--- src/rtl/clint_responder.sv ---
// Core-local interruptor: mtime, mtimecmp and msip behind the data bus.
// Drives the machine timer and software interrupt lines.
module clint_responder #(
  parameter logic [31:0] BASE     = 32'h0200_0000,
  parameter int          TICK_DIV = 27
) (
  input  logic        clk,
  input  logic        reset,
  input  logic [31:0] addr,
  input  logic        ren,
  input  logic        wen,
  input  logic [31:0] data_in,
  output logic [31:0] data_out,
  output logic        timer_irq,
  output logic        soft_irq
);

  localparam int PW = (TICK_DIV > 1) ? $clog2(TICK_DIV) : 1;
  localparam logic [PW-1:0] PMAX = PW'(TICK_DIV - 1);

  logic [PW-1:0] presc, presc_n;
  logic [63:0]   mtime, mtimecmp, cmp_n;
  logic [31:0]   lo_n, hi_n, rdata;
  logic          msip, msip_n, tick;
  logic [15:0]   off;
  logic          sel_msip, sel_cmp_lo, sel_cmp_hi;
  logic          sel_tm_lo, sel_tm_hi;
  logic          unused_addr;

  // Low 16 bits of the difference only depend on the low 16 address bits
  assign off         = addr[15:0] - BASE[15:0];
  assign unused_addr = ^addr[31:16];

  assign sel_msip   = (off == 16'h0000);
  assign sel_cmp_lo = (off == 16'h4000);
  assign sel_cmp_hi = (off == 16'h4004);
  assign sel_tm_lo  = (off == 16'hBFF8);
  assign sel_tm_hi  = (off == 16'hBFFC);

  assign tick = (presc == PMAX);

  always_comb begin
    presc_n = tick ? '0 : presc + 1'b1;
    lo_n    = mtime[31:0] + {31'd0, tick};
    hi_n    = mtime[63:32] + {31'd0, tick & (&mtime[31:0])};
    cmp_n   = mtimecmp;
    msip_n  = msip;
    // A write to one mtime half wins over the tick; carry is dropped
    if (wen && sel_tm_lo) begin
      lo_n = data_in;
      hi_n = mtime[63:32];
    end
    if (wen && sel_tm_hi)  hi_n          = data_in;
    if (wen && sel_cmp_lo) cmp_n[31:0]   = data_in;
    if (wen && sel_cmp_hi) cmp_n[63:32]  = data_in;
    if (wen && sel_msip)   msip_n        = data_in[0];
  end

  always_comb begin
    rdata = '0;
    unique case (1'b1)
      sel_msip:   rdata = {31'd0, msip};
      sel_cmp_lo: rdata = mtimecmp[31:0];
      sel_cmp_hi: rdata = mtimecmp[63:32];
      sel_tm_lo:  rdata = mtime[31:0];
      sel_tm_hi:  rdata = mtime[63:32];
      default:    rdata = '0;
    endcase
  end

  always_ff @(posedge clk) begin
    if (reset) begin
      presc     <= '0;
      mtime     <= '0;
      mtimecmp  <= '1;
      msip      <= 1'b0;
      data_out  <= '0;
      timer_irq <= 1'b0;
      soft_irq  <= 1'b0;
    end else begin
      presc     <= presc_n;
      mtime     <= {hi_n, lo_n};
      mtimecmp  <= cmp_n;
      msip      <= msip_n;
      timer_irq <= ({hi_n, lo_n} >= cmp_n);
      soft_irq  <= msip_n;
      if (ren) data_out <= rdata;
    end
  end

endmodule

--- config.mk ---
export PLATFORM = sky130hd
export DESIGN_NAME = clint_responder
export DESIGN_NICKNAME = d
export VERILOG_FILES = /design/src/rtl/clint_responder.sv
export SDC_FILE = /design/constraint.sdc
export NUM_CORES = 1
export LEC_CHECK = 0
export CAP_MARGIN = 0
export CORE_UTILIZATION = 24
export DETAILED_ROUTE_END_ITERATION = 6
export PLACE_DENSITY = 0.42
export SLEW_MARGIN = 20
export SYNTH_ARGS = -nofsm -noshare
export SYNTH_HDL_FRONTEND = slang
export SYNTH_SLANG_ARGS = --single-unit
--- constraint.sdc ---
create_clock -name clk -period 4 [get_ports clk]
set_input_delay 0.8 -clock clk [delete_from_list [all_inputs] [get_ports clk]]
set_output_delay 0.8 -clock clk [all_outputs]
set_load 0.03 [all_outputs]
### Word level (Yosys, flattened, before mapping)

Index checks and enable logic that the tools add are counted.
Widths: inputs -> output; s select.

* add/subtract/negate cells: 3
* multiply operators: 0
* div/mod/pow operators: 0
* order comparisons: 1
* equality and inequality tests: 5
* shift-type cells: 0
* multiplexer cells: 6
* bitwise logic cells: 1
* reduce and logical (&&, ||, !) cells: 8

Operators by type and width (number)
* $mux 32: 5
* $pmux 32 s5: 1
* $add 32x1->32: 2
* $ge 64x64->1: 1
* $eq 16x15->1 const B: 2
* $eq 16x16->1 const B: 2
* $reduce_and 32->1: 1
* $logic_not 16->1: 1
* $add 5x1->5 const B: 1
* $eq 5x5->1 const B: 1
* $logic_and 1x1->1: 5
* $reduce_or 2->1: 1
* $and 1x1->1: 1

* bits in registers: 167
* bits in latches: 0
* bits in writable memories: 0
* ROM bits: 0
* input bits: 68
* output and inout bits: 34
* word-level logic and storage cells: 30
* memories: 0

### Longest topological paths before layout

* depth after elaboration: 6
* gate-level depth with buffers: 21
* mapped depth without buffers: 21

### Worst setup path before layout

OpenSTA, ideal clock, no wires.

* path type: input -> register
* from: in addr[1]
* to: reg timer_irq
* library setup time: 0.074 ns
* arrival time: 3.698 ns
* data required time: 3.926 ns
* slack: 0.228 ns
* cell stages on the path: 13
* buffers on the path: 1
* path through: or2_1 > nand4b_1 > nor3b_2 > nand2_1 > buf_2 > mux2i_1 > ha_1 > nand4_1 > or3_1 > o32ai_1 > nor4b_1 > o31a_1 > o21ai_0

* word-level cells in the longest chain between the ends: 5
* elaborated cells on any way between the ends: 14
* those cells by class: order compare: 1; eq/ne: 4; mux: 5; reduce/logical: 4

RTL lines
* start, declared: line 9 `input logic [31:0] addr,`
* $eq 16x16->1: line 37 `assign sel_tm_lo = (off == 16'hBFF8);`
* $logic_and 1x1->1: line 49 `if (wen && sel_tm_lo) begin`
* $mux 32: line 49
* $mux 32: line 53 `if (wen && sel_tm_hi) hi_n = data_in;`
* $ge 64x64->1 *: line 85 `timer_irq <= ({hi_n, lo_n} >= cmp_n);`
* end signal, assigned: line 85
* end, declared: line 14 `output logic timer_irq,`

Every way passes the cells marked *; elsewhere a longest branch is shown, timed or not.
A chain may end at the register's enable or synchronous reset.

### Final worst setup path

* from: reg mtime[6]
* to: reg timer_irq

* word-level cells in the longest chain between the ends: 6
* elaborated cells on any way between the ends: 8
* those cells by class: add/sub: 2; order compare: 1; mux: 3; bitwise: 1; reduce/logical: 1

RTL lines
* start, declared: line 22 `logic [63:0] mtime, mtimecmp, cmp_n;`
* start signal, assigned: line 82 `mtime <= {hi_n, lo_n};`
* $reduce_and 32->1: line 45 `hi_n = mtime[63:32] + {31'd0, tick & (&mtime[31:0])};`
* $and 1x1->1: line 45
* $add 32x1->32: line 45
* $mux 32: line 49
* $mux 32: line 53
* via hi_n[12]: line 23 `logic [31:0] lo_n, hi_n, rdata;`
* $ge 64x64->1: line 85

The timed path passes the listed nets, and every way through them passes these cells.

==> flow_summary.toml <==
[outcome]
outcome = "finished with violations"
violations = "setup timing"

[drt]
wl_per_cell_um = 18.0
ant_nets = 0
drt_first_pass_iters = 4
detail_route.vias_per_cell = 4.72
routed_wl_mm = 35.3
drt_iter0_markers = 428
routed-via-count = 9271
drc_errors = 0

[power_and_ir_drop]
ir_worst_vdd_uv = 278
p_clk_share_pct = 49.7
swShare_pct = 24.5
power.share.sequential_pct = 45.9
switchingPower_w = 0.000888
leakage_nw = 6.13
intPower_w = 0.00274
p_per_area_nw_per_um2 = 262
power_frac_comb_pct = 4.4

[logic_synthesis]
yosysUniqueCellTypes = 57
yosys_warnings = 0
synth_top_cell_by_area = "dfxtp_1"
syn_area_per_cell_um2 = 8.52
synth_edf_count = 0
seq_area_frac_synth_pct = 34.7
netlist_area_um2 = 9650
syn_inst = 1132
synth_area_leaders = "dfxtp_1 35%, ha_1 9.1%, mux2i_1 7.0%"
synth_flop_cell = "dfxtp_1"
yosysTopAreaCellShare_pct = 34.7
synthArstFlopShare_pct = 0
synthesis.nets = 1270
synth_seq_cells = 167

[global_route]
antenna_found_initial = 0
grt_start_max_net_pins = 64
grt_pass1_wl_mm = 54.9
grt_pass1_vias = 9440
grtUsageTotal_pct = 17.6
grt_overflow = 0

[clocking]
cts_hold_buffers = 0
clk_path_buf_depth = 2
cts.sinks = 167
htreeDepth = 4
clk_pin_slew_ns = 0.08
root_buffer = "clkbuf_16"
numCtsBuffers = 17
clkLatencyLatePin_ns = 0.45
cts_tree = "done"

[worst_setup_path]
start_kind = "register"
end_kind = "register"
crit_type = "register to register"
r2r_cells = 21
critPathArrivalTime_ns = 4.40
required_ns = 4.39
timing.rr.start = "mtime[6]$_SDFF_PP0_"
startpoint = "mtime[6]$_SDFF_PP0_"
crit_path_max_fanout = 3
rr_endpoint = "timer_irq$_SDFF_PP0_"
regToRegSetupSlack_ns = -0.01

[floorplan]
start_util_pct = 24.3
io_pins = 102
rows = 73
die_area_um2 = 41000
coreArea_um2 = 39600
die_width_um = 202
die-height_um = 202

[timing]
hold_viol = 0
finalSetupViolCount = 1
fmax_mhz = 249
relSlewSlack_pct = 56.8
min_period_ns = 4.01
finalMaxSlewViolations = 0
tns_ns = -0.0144
finalCritPeriodShare_pct = 100
clock_skew_ns = 0.0173
rsz0062_at_grt = "yes"
worst_slack_ns = -0.0144
worst_pin_slew_ns = 0.648

[placed_design]
portBuffers = 85
gp_congestion = 0.830
dp_slack_ns = -0.744
dp_hpwl_mm = 26.7

[run]
cap_violations = 0

[hold_path]
min_path_cells = 1
hold_start = "data_out[26]$_SDFFE_PP0P_"
hold_path_end = "data_out[26]$_SDFFE_PP0P_"
min_path_type = "register to register"

[layout]
final_nets = 1565
regArea_um2 = 3350
fin_util_pct = 34.9
antenna_cells = 0
multiInputGateArea_um2 = 6310
syn_to_final_growth_pct = 43.5
fillCellCount = 4177
drive_above_1_share_pct = 25.3
-- area by class of cell --
type / count / area share (%)
Clock buffer: 17 / 3.07
Clock inverter: 15 / 1.37
Timing Repair Buffer: 339 / 20.7
Tap cell: 525 / 4.75
Multi-Input combinational cell: 890 / 45.6
Inverter: 12 / 0.325
Sequential cell: 167 / 24.2
-- metal layers --
metal	global-route usage [%]	part of all wire [%]
met5	0	0
met4	5.67	2.2
met3	2.86	2.7
met2	29.5	47
met1	22.9	48
-- flip-flops by register name, summed over array words and instances (netlist names) --
signal	flops
data_out	32
timer_irq	1
presc	5
mtimecmp	64
msip	1
mtime	64
-- power groups by stage --
| stage | clock (W) | combinational (W) | sequential [W] |
|---|---|---|---|
| 2_1_floorplan | 0 | 0.0000472 | 0.00171 |
| 3_3_place_gp | 0 | 0.000159 | 0.00170 |
| 3_5_place_dp | 0 | 0.000158 | 0.00170 |
| 4_1_cts | 0.00185 | 0.000160 | 0.00167 |
| 5_1_grt | 0.00192 | 0.000173 | 0.00167 |
| 6_report | 0.00180 | 0.000161 | 0.00167 |
-- worst max-delay path: stages (launching register included) --
cell	delay, ns
dfxtp_2	0.34
and4_4	0.23
and3_4	0.19
nand4_1	0.14
nor3_2	0.21
ha_2	0.21
buf_6	0.10
ha_4	0.14
nand2_4	0.07
buf_12	0.14
a2111oi_4	0.25
buf_4	0.16
xnor2_1	0.05
nor2_1	0.17
nor2_1	0.07
ha_1	0.28
nand4_1	0.23
nor4_2	0.25
buf_4	0.18
nand4_1	0.13
o31a_1	0.32
o21ai_1	0.06
-- cell usage after synthesis (all sizes together) (2+ instances only) --
cell       n
a2111oi    3
a211oi    28
a21o       2
a21oi     74
a22o      31
a22oi     64
a31oi      2
and2       8
and3       7
and4       7
buf       10
clkbuf    53
dfxtp    167
ha        70
inv       11
mux2i     67
nand2    100
nand2b    67
nand3     27
nand3b     2
nand4     26
nand4b     2
nor2     134
nor2b     16
nor3      40
nor3b      2
nor4      14
o211ai     5
o21ai     11
o31a       2
or2        2
or3        2
or4        4
xnor2     38
xor2      24
-- layout by cell type, fill, tap and decap left out, types with 64 or more instances in the layout --
| cell type | instances |
|---|---|
| buf_4 | 244 |
| dfxtp_1 | 161 |
| nor2_1 | 129 |
| nand2_1 | 96 |
| clkdlybuf4s50_1 | 84 |
| a21oi_1 | 72 |
| nand2b_1 | 66 |
| mux2i_1 | 66 |
| ha_1 | 66 |
| a22oi_1 | 64 |
-- metrics by stage --
stage	total power, W	hold WS, ns	instance area (µm²)	instances
2_1_floorplan	0.00175	0.430	9650	1132
3_3_place_gp	0.00186	0.462	12800	1922
3_5_place_dp	0.00186	0.467	12800	1922
4_1_cts	0.00368	0.485	13600	1958
5_1_grt	0.00376	0.505	13800	1965
6_report	0.00363	0.478	13800	1965
-- logic make-up after synthesis --
family,after synthesis,share of synthesized area (%)
simple gates,462,24.2
xor+xnor,62,5.63
fa+ha+maj,70,9.08
flops,167,34.7
buf+inv,75,3.06
compound gates,228,16.3
mux,68,7.07
-- worst max path at each step --
stage / endpoint
final: timer_irq$_SDFF_PP0_
after global placement: timer_irq$_SDFF_PP0_
after global routing: timer_irq$_SDFF_PP0_
after CTS: timer_irq$_SDFF_PP0_
after floorplan: timer_irq$_SDFF_PP0_
after detailed placement: timer_irq$_SDFF_PP0_
-- timing repair --
item / CTS / global route
setup buffers: 4 / 8
endpoints found under the setup margin: 1 / 1
cloned: 0 / 0
gates resized for setup: 32 / 35
pin swaps: 12 / 28
Power figures use the tool's default switching activity.
